--- src/rtl/decoder_pkg.sv ---
// rtl/decoder_pkg.sv - shared types and constants for the decode / inverse-transform back end
//
// Contents:
//   seg_t          - image segment of a block (Y, U, V)
//   sched_state_t  - block_pipeline_scheduler state encoding
//   BLOCK_8X8 / BLOCK_16X16 - block_mode values
//   POS_ROW_W / POS_COL_W   - widths of the block row/column position fields
package decoder_pkg;

   typedef enum logic [1:0] {
      SEG_Y = 2'd0,
      SEG_U = 2'd1,
      SEG_V = 2'd2
   } seg_t;

   typedef enum logic [2:0] {
      S_IDLE    = 3'd0,
      S_FILL    = 3'd1,
      S_OVERLAP = 3'd2,
      S_DRAIN   = 3'd3,
      S_DONE    = 3'd4
   } sched_state_t;

   localparam logic BLOCK_8X8   = 1'b0;
   localparam logic BLOCK_16X16 = 1'b1;

   localparam int POS_ROW_W = 5;
   localparam int POS_COL_W = 6;

endpackage

--- src/rtl/block_position_counter.sv ---
// rtl/block_position_counter.sv - row-major Y/U/V block position walker
//
// Ports:
//   Clock_50   in  : system clock
//   Resetn     in  : synchronous active-low reset
//   mode       in  : latched block mode (BLOCK_8X8 / BLOCK_16X16)
//   clear      in  : return to Y (0,0)
//   advance    in  : step to the next block in traversal order
//   seg        out : current segment
//   brow       out : block row within the segment
//   bcol       out : block column within the segment
//   last_block out : current position is the final block of V
module block_position_counter
   import decoder_pkg::*;
#(
   parameter int Y_COLS8 = 40,
   parameter int Y_ROWS8 = 30
) (
   input  logic                 Clock_50,
   input  logic                 Resetn,
   input  logic                 mode,
   input  logic                 clear,
   input  logic                 advance,
   output seg_t                 seg,
   output logic [POS_ROW_W-1:0] brow,
   output logic [POS_COL_W-1:0] bcol,
   output logic                 last_block
);

   // Chroma segments are half the luma width and full luma height;
   // 16x16 mode halves every dimension again.
   localparam logic [POS_COL_W-1:0] Y_COL_LAST_8  = POS_COL_W'(Y_COLS8 - 1);
   localparam logic [POS_COL_W-1:0] C_COL_LAST_8  = POS_COL_W'(Y_COLS8 / 2 - 1);
   localparam logic [POS_ROW_W-1:0] ROW_LAST_8    = POS_ROW_W'(Y_ROWS8 - 1);
   localparam logic [POS_COL_W-1:0] Y_COL_LAST_16 = POS_COL_W'(Y_COLS8 / 2 - 1);
   localparam logic [POS_COL_W-1:0] C_COL_LAST_16 = POS_COL_W'(Y_COLS8 / 4 - 1);
   localparam logic [POS_ROW_W-1:0] ROW_LAST_16   = POS_ROW_W'(Y_ROWS8 / 2 - 1);

   logic [POS_COL_W-1:0] col_last;
   logic [POS_ROW_W-1:0] row_last;
   logic                 at_last_col;
   logic                 at_last_row;

   always_comb begin
      col_last = (seg == SEG_Y) ? Y_COL_LAST_8 : C_COL_LAST_8;
      row_last = ROW_LAST_8;
      if (mode == BLOCK_16X16) begin
         col_last = (seg == SEG_Y) ? Y_COL_LAST_16 : C_COL_LAST_16;
         row_last = ROW_LAST_16;
      end
   end

   assign at_last_col = (bcol == col_last);
   assign at_last_row = (brow == row_last);
   assign last_block  = at_last_col && at_last_row && (seg == SEG_V);

   always_ff @(posedge Clock_50) begin
      if (!Resetn || clear) begin
         seg  <= SEG_Y;
         brow <= '0;
         bcol <= '0;
      end else if (advance && !last_block) begin
         if (!at_last_col) begin
            bcol <= bcol + POS_COL_W'(1);
         end else begin
            bcol <= '0;
            if (!at_last_row) begin
               brow <= brow + POS_ROW_W'(1);
            end else begin
               brow <= '0;
               seg  <= (seg == SEG_Y) ? SEG_U : SEG_V;
            end
         end
      end
   end

endmodule

--- src/rtl/block_pipeline_scheduler.sv ---
// rtl/block_pipeline_scheduler.sv - ping-pong M3/M2 block sequencer for a full image pass
//
// Ports:
//   Clock_50     in  : system clock
//   Resetn       in  : synchronous active-low reset
//   start        in  : begin a full-image pass (ignored while busy)
//   block_mode   in  : 0 = 8x8, 1 = 16x16, sampled on accepted start
//   block_mode_o out : latched mode for M3/M2
//   m3_start     out : pulse, M3 decodes next block
//   m3_finish    in  : pulse from M3
//   m2_start     out : pulse, M2 transforms current block
//   m2_finish    in  : pulse from M2
//   m2_seg       out : segment of M2's block (0 Y, 1 U, 2 V)
//   m2_brow      out : block row of M2's block
//   m2_bcol      out : block column of M2's block
//   busy         out : pass in progress
//   done         out : pulse at pass completion
module block_pipeline_scheduler
   import decoder_pkg::*;
#(
   parameter int Y_COLS8 = 40,
   parameter int Y_ROWS8 = 30
) (
   input  logic                 Clock_50,
   input  logic                 Resetn,
   input  logic                 start,
   input  logic                 block_mode,
   output logic                 block_mode_o,
   output logic                 m3_start,
   input  logic                 m3_finish,
   output logic                 m2_start,
   input  logic                 m2_finish,
   output logic [1:0]           m2_seg,
   output logic [POS_ROW_W-1:0] m2_brow,
   output logic [POS_COL_W-1:0] m2_bcol,
   output logic                 busy,
   output logic                 done
);

   // Y + U + V, where U and V are each half of Y.
   localparam int TOTAL_8  = 2 * Y_COLS8 * Y_ROWS8;
   localparam int TOTAL_16 = (Y_COLS8 / 2) * (Y_ROWS8 / 2) + 2 * (Y_COLS8 / 4) * (Y_ROWS8 / 2);
   // Wide enough to hold the 8x8 block total of the configured geometry.
   localparam int CNT_W    = $clog2(TOTAL_8 + 1);

   sched_state_t     state, state_n;
   logic             mode_n, busy_n, done_n, m3_start_n, m2_start_n;
   logic             m3_done, m2_done, m3_done_n, m2_done_n;
   logic             m3_seen, m2_seen;
   logic [CNT_W-1:0] m3_cnt, cnt_n, total;
   logic             pos_clear, pos_advance, last_block;
   seg_t             pos_seg;

   assign total  = (block_mode_o == BLOCK_16X16) ? CNT_W'(TOTAL_16) : CNT_W'(TOTAL_8);
   assign m2_seg = pos_seg;

   // The position register always describes the block M2 was last started
   // on: it is cleared with the first m3_start (so block 0 is ready for the
   // first m2_start) and advanced in the same cycle as every later m2_start.
   block_position_counter #(
      .Y_COLS8 (Y_COLS8),
      .Y_ROWS8 (Y_ROWS8)
   ) u_pos (
      .Clock_50   (Clock_50),
      .Resetn     (Resetn),
      .mode       (block_mode_o),
      .clear      (pos_clear),
      .advance    (pos_advance),
      .seg        (pos_seg),
      .brow       (m2_brow),
      .bcol       (m2_bcol),
      .last_block (last_block)
   );

   always_ff @(posedge Clock_50) begin
      if (!Resetn) begin
         state        <= S_IDLE;
         block_mode_o <= 1'b0;
         busy         <= 1'b0;
         done         <= 1'b0;
         m3_start     <= 1'b0;
         m2_start     <= 1'b0;
         m3_done      <= 1'b0;
         m2_done      <= 1'b0;
         m3_cnt       <= '0;
      end else begin
         state        <= state_n;
         block_mode_o <= mode_n;
         busy         <= busy_n;
         done         <= done_n;
         m3_start     <= m3_start_n;
         m2_start     <= m2_start_n;
         m3_done      <= m3_done_n;
         m2_done      <= m2_done_n;
         m3_cnt       <= cnt_n;
      end
   end

   always_comb begin
      state_n     = state;
      mode_n      = block_mode_o;
      busy_n      = busy;
      done_n      = 1'b0;
      m3_start_n  = 1'b0;
      m2_start_n  = 1'b0;
      m3_done_n   = m3_done;
      m2_done_n   = m2_done;
      cnt_n       = m3_cnt;
      pos_clear   = 1'b0;
      pos_advance = 1'b0;
      m3_seen     = m3_done || m3_finish;
      m2_seen     = m2_done || m2_finish;

      case (state)
         S_IDLE: begin
            if (start) begin
               mode_n     = block_mode;
               pos_clear  = 1'b1;
               m3_done_n  = 1'b0;
               m2_done_n  = 1'b0;
               cnt_n      = CNT_W'(1);
               m3_start_n = 1'b1;
               busy_n     = 1'b1;
               state_n    = S_FILL;
            end
         end

         S_FILL: begin
            // Still at position 0 here, so last_block means a one-block image.
            // M2 is started on it either way, otherwise the drain would never end.
            if (m3_finish) begin
               m2_start_n = 1'b1;
               if (last_block) begin
                  state_n = S_DRAIN;
               end else begin
                  m3_start_n = 1'b1;
                  cnt_n      = m3_cnt + CNT_W'(1);
                  state_n    = S_OVERLAP;
               end
            end
         end

         S_OVERLAP: begin
            // A new m3_start would overwrite the buffer M2 is reading, so
            // both units must have finished before either is restarted.
            if (m3_seen && m2_seen) begin
               m3_done_n   = 1'b0;
               m2_done_n   = 1'b0;
               pos_advance = 1'b1;
               m2_start_n  = 1'b1;
               if (m3_cnt == total) begin
                  state_n = S_DRAIN;
               end else begin
                  m3_start_n = 1'b1;
                  cnt_n      = m3_cnt + CNT_W'(1);
               end
            end else begin
               m3_done_n = m3_seen;
               m2_done_n = m2_seen;
            end
         end

         S_DRAIN: begin
            if (m2_finish) begin
               done_n  = 1'b1;
               busy_n  = 1'b0;
               state_n = S_DONE;
            end
         end

         S_DONE: begin
            state_n = S_IDLE;
         end

         default: begin
            state_n = S_IDLE;
         end
      endcase
   end

endmodule

--- config.mk ---
export PLATFORM = sky130hd
export DESIGN_NAME = block_pipeline_scheduler
export DESIGN_NICKNAME = d
export VERILOG_FILES = /design/src/rtl/decoder_pkg.sv /design/src/rtl/block_position_counter.sv /design/src/rtl/block_pipeline_scheduler.sv
export SDC_FILE = /design/constraint.sdc
export NUM_CORES = 1
export LEC_CHECK = 0
export ABC_AREA = 1
export BUFFER_PORTS_ARGS = -buffer_cell sky130_fd_sc_hd__buf_2
export CORE_ASPECT_RATIO = 0.9
export CORE_MARGIN = 5
export CORE_UTILIZATION = 40
export DETAILED_ROUTE_END_ITERATION = 12
export GPL_TIMING_DRIVEN = 1
export PLACE_DENSITY = 0.58
export SLEW_MARGIN = 10
export SYNTH_ARGS = -nofsm -noshare
export SYNTH_HDL_FRONTEND = slang
export SYNTH_SLANG_ARGS = --single-unit
--- constraint.sdc ---
create_clock -name Clock_50 -period 5.3 [get_ports Clock_50]
set_input_delay 0.265 -clock Clock_50 [delete_from_list [all_inputs] [get_ports Clock_50]]
set_output_delay 0.265 -clock Clock_50 [all_outputs]
set_load 0.01 [all_outputs]
# After elaboration in Yosys (flattened, before gate mapping)
# Index checks and enable logic that the tools add are counted.
# word_totals
reg_bits	35
in_bits	6
output_inout_bits	18
# op_classes
add_sub_neg	3
n_eq_ne	14
mux	41
reduce_logical	22
# ops
operator	count
12-bit 2-to-1 mux	6
12-bit case mux with 3 select lines	1
6-bit 2-to-1 mux	3
1-bit 2-to-1 mux	16
3-bit 2-to-1 mux	5
5-bit 2-to-1 mux	3
2-bit inequality test, second input constant	7
12-bit by 1-bit adder with 12-bit output, second input constant	1
12-bit equality test	1
3-bit case mux with 4 select lines	1
1-bit case mux with 2 select lines	4
2-bit AND reduction	4
6-bit by 1-bit adder with 6-bit output, second input constant	1
3-bit by 2-bit equality test with 1-bit output, second input constant	2
6-bit equality test	1
3-bit AND reduction	2
6-bit AND reduction	1
5-bit by 1-bit adder with 5-bit output, second input constant	1
5-bit equality test	1
5-bit AND reduction	1
1-bit logical AND	4
2-bit nonzero test	2
3-bit by 1-bit equality test with 1-bit output, second input constant	1
3-bit zero test	1
other kinds (7)	10

# Logic depth before layout (Yosys ltp)
# depth
ltp_word	9
depth_mapped	15

# Hierarchy
# Synthesis repeated with hierarchy kept, for this count alone.
# hier_totals
cells_unflattened	347
area_unflattened_um2	2280.9
# by_module_without_submodules
mod	n_inst	cells_each	area_per_inst_um2
block_pipeline_scheduler	1	202	1342.5
block_position_counter	1	145	938.4

# Worst setup path after synthesis
# OpenSTA, ideal clock, no wires.
# synth_path
path_kind	reg-to-reg
startpoint	register u_pos.seg[1]
endpoint	register u_pos.bcol[3]
arrival_time_ps	1730
required_ps	5182
setup_slack_ps	3452
stages_incl_launch_ff	16
n_path_buf	0
synth_period_minus_slack_ps	1848
path_cell_list	dfxtp_1 nor2_2 inv_1 ha_1 inv_1 nand2_1 nand2_1 nand2_1 nor2_4 nand2_1 inv_2 nand3_2 nand2_1 inv_1 nand2_1 nor2_1
# synth_via
elab_chain_len	8
elab_cells_between_ends	11
classes_between	eq/ne: 2; mux: 4; reduce/logical: 5
# synth_lines
item	line	source
start, declared	block_position_counter.sv:24	output seg_t seg,
start signal, assigned	block_position_counter.sv:71	seg <= (seg == SEG_Y) ? SEG_U : SEG_V;
2-bit zero test	block_position_counter.sv:45, block_position_counter.sv:48	
5-bit 2-to-1 mux / 6-bit 2-to-1 mux (equally long branches)	block_position_counter.sv:48, block_position_counter.sv:45	
6-bit 2-to-1 mux	block_position_counter.sv:47	if (mode == BLOCK_16X16) begin
6-bit equality test	block_position_counter.sv:53	assign at_last_col = (bcol == col_last);
1-bit logical AND (2 in a row)	block_position_counter.sv:55	assign last_block = at_last_col && at_last_row && (seg == SEG_V);
1-bit zero test	block_position_counter.sv:62	end else if (advance && !last_block) begin
1-bit logical AND	block_position_counter.sv:62	
end signal, assigned	block_position_counter.sv:64	bcol <= bcol + POS_COL_W'(1);
end, declared	block_position_counter.sv:26	output logic [POS_COL_W-1:0] bcol,
# Parallel ways exist; a longest one is shown, timed or not.
# A chain may end at the register's enable or synchronous reset.

# Worst setup path after layout
# Same ends and word-level chain as after synthesis.

==> impl_metrics.env <==
export IMPL_netlist_area_um2=2270
export IMPL_crit_top_cell="nand2_1"
export IMPL_ctsHoldBuffers=0
export IMPL_num_antenna_cells=0
export IMPL_root_buffer="clkbuf_8"
export IMPL_rsz0062_at_grt="no"
export IMPL_pin_count=24
export IMPL_routed_via_count=2103
export IMPL_utilization_pct=45.8
export IMPL_synth_fa_ha_area_share_pct=3.31
export IMPL_peakVddDrop_mv=0.231
export IMPL_synth_top_family_by_area="simple AND/OR/NAND/NOR gates"
export IMPL_slowest_stage="dfxtp_1"
export IMPL_path_buf_inv=4
export IMPL_ant_nets=0
export IMPL_dpl_instance_area_um2=2450
export IMPL_yosysWarnings=0
export IMPL_grt_pass1_wl_mm=8.59
export IMPL_setup_worst_path_start_class="register"
export IMPL_ys_seq_area_share_pct=30.9
export IMPL_core_um2=5600
export IMPL_post_place_ws_ps=3330
export IMPL_drc=0
export IMPL_antenna_found_initial=0
export IMPL_status="finished, final reports clean"
export IMPL_die_h_um=81.5
export IMPL_cp_slowest_stage_delay_ps=340
export IMPL_nNetsFinal=376
export IMPL_dr_first_iter_drc_count=90
export IMPL_synth_fp_nets=350
export IMPL_port_buffers=23
export IMPL_cp_required_ps=5480
export IMPL_synth_cells=338
export IMPL_overflow=0
export IMPL_grt_max_degree=17
export IMPL_cts_buffer_depth=2
export IMPL_drv_cap=0
export IMPL_yosysUniqueCellTypes=38
export IMPL_setup_ws_ps=3340
export IMPL_fmax_mhz=509
export IMPL_cts_clk_slew_worst_paths_ps=80
export IMPL_period_share_pct=37.0
export IMPL_wire_per_inst_um=11.6
export IMPL_hold_class="in -> reg"
export IMPL_cts_sinks=35
export IMPL_gp_congestion=0.838
export IMPL_fillers=601
export IMPL_cp_max_fo=7
export IMPL_cts_repair_resized=0
export IMPL_htreeDepth=2
export IMPL_synth_seq_cells=35
export IMPL_drtPass1Iterations=4
export IMPL_critical_path_top_delay_family="simple AND/OR/NAND/NOR gates"
export IMPL_post_dp_hpwl_mm=3.90
export IMPL_fp_row_count=26
export IMPL_setup_viol=0
export IMPL_cts_tree="done"
export IMPL_area_growth_syn_to_layout_pct=12.9
export IMPL_initial_core_util_pct=40.6
export IMPL_p_total_w=0.000997
export IMPL_cp_end_kind="register"
export IMPL_grt_pass1_vias=1928
export IMPL_leakage_nw=1.23
export IMPL_vias_per_cell=4.83
export IMPL_grt_usage_pct=15.0
export IMPL_p_per_area_nw_per_um2=389
export IMPL_synth_xor_area_share_pct=3.86
export IMPL_hold_viol_final=0
export IMPL_fp_dieW_um=89.4
export IMPL_worst_slew_pin_slew_ps=517
export IMPL_crit_chain="nor2_2, inv_1, ha_1, inv_1, nand2_1, nand2_1, nand2_1, nor2_4, nand2_1, inv_2, nand3_2, nand2_1, inv_1, nand2_1, nor2_1"
export IMPL_layout_drive_gt1_share_pct=20.5
export IMPL_arrival_ps=2140
export IMPL_min_period_ps=1960
export IMPL_routed_wl_mm=5.03
export IMPL_syn_area_per_cell_um2=6.72
export IMPL_muxShareOfSynthArea_pct=0
export IMPL_slew_violations=0
export IMPL_tns_ps=0
export IMPL_critPathKind="reg -> reg"
export IMPL_cts_buffers=5
export IMPL_synth_compound_area_share_pct=8.15
export IMPL_clock_latency_ps=290
export IMPL_die_area_um2=7290
export IMPL_finClkSkew_ps=13.8
export IMPL_yosys_area_share_simple_pct=44.4
export IMPL_postCtsSetupBuffers=0
export IMPL_final_area_um2=2560
export IMPL_slew_headroom_pct=65.5
-- tightest hold or removal path, cell delays in order --
cell and delay, ps:
buf_2 180, nand2_1 90, nor2_1 30
-- cells in the final DEF (no fill, tap or decap), types with 8 or more instances in the layout --
cell type,n
nand2_1,94
nor2_1,42
inv_1,39
dfxtp_1,35
nand3_1,24
buf_2,23
nand4_1,13
a21oi_1,12
xor2_1,9
inv_2,8
-- routing by layer --
metal / wire (um) / vias to the layer above / GRT usage (%)
li1: - / 1126 / -
met3: 211 / 7 / 3.91
met4: 54 / 0 / 4.32
met5: 0 / - / 0
met2: 2210 / 38 / 23.9
met1: 2550 / 932 / 20.0
-- worst paths after layout --
kind | start | end | slack (ps) | cells past startpoint
max | u_pos.seg[1] | u_pos.bcol[3] | 3340 | 15
min reg2reg | busy | busy | 470 | 2
min | Resetn | m3_cnt[4] | 310 | 3
max reg2reg | u_pos.seg[1] | u_pos.bcol[3] | 3340 | 15
-- flip-flops by register name (all words and copies together) (netlist names) --
name	count
m2_start	1
busy	1
block_mode_o	1
m3_cnt	12
u_pos.seg	2
m3_done	1
u_pos.brow	5
m2_done	1
done	1
u_pos.bcol	6
state	3
m3_start	1
-- power breakdown --
part,internal (W),leakage (nW),switching (W),total [W]
combinational,0.000133,0.889,0.000274,0.000408
sequential,0.000300,0.285,0.0000381,0.000339
clock,0.000152,0.0612,0.0000986,0.000251
total,0.000586,1.23,0.000411,0.000997
-- synth_stat cells (all sizes together) --
cell | instances | area share, %
clkbuf | 1 | 0.17
nand3 | 29 | 8.2
xor2 | 9 | 3.5
nor3 | 2 | 0.44
a21boi | 1 | 0.33
nand4 | 15 | 5.5
inv | 48 | 8.0
nand2 | 103 | 19
ha | 6 | 3.3
clkinv | 1 | 0.17
nor4 | 1 | 0.28
o21ai | 7 | 1.7
dfxtp | 35 | 31
nor2 | 51 | 10
nor3b | 1 | 0.33
o22ai | 2 | 0.83
a21oi | 18 | 5.0
buf | 3 | 1.0
o21bai | 1 | 0.33
or2 | 3 | 0.83
xnor2 | 1 | 0.39
-- cell families after synthesis --
group | count (synthesis)
XOR/XNOR | 10
buffers and inverters | 53
adder cells (fa/ha/maj) | 6
AND/OR/NAND/NOR | 205
AO/OA/AOI/OAI | 29
flip-flops | 35
-- through the flow --
stage                     cells  hold slack (ps)
after floorplan             338              455
after global placement      427              448
after detailed placement    427              455
after CTS                   435              293
after global routing        435              314
final                       435              308
-- layout make-up --
class | instances | area [um^2] | area share (%)
Sequential cell | 35 | 701 | 27.3
Tap cell | 70 | 87.6 | 3.42
Clock inverter | 2 | 35.0 | 1.37
Inverter | 49 | 186 | 7.27
Clock buffer | 6 | 82.6 | 3.22
Multi-Input combinational cell | 250 | 1360 | 52.9
Timing Repair Buffer | 23 | 115 | 4.49
No activity file was read; power rests on OpenSTA's default activity.
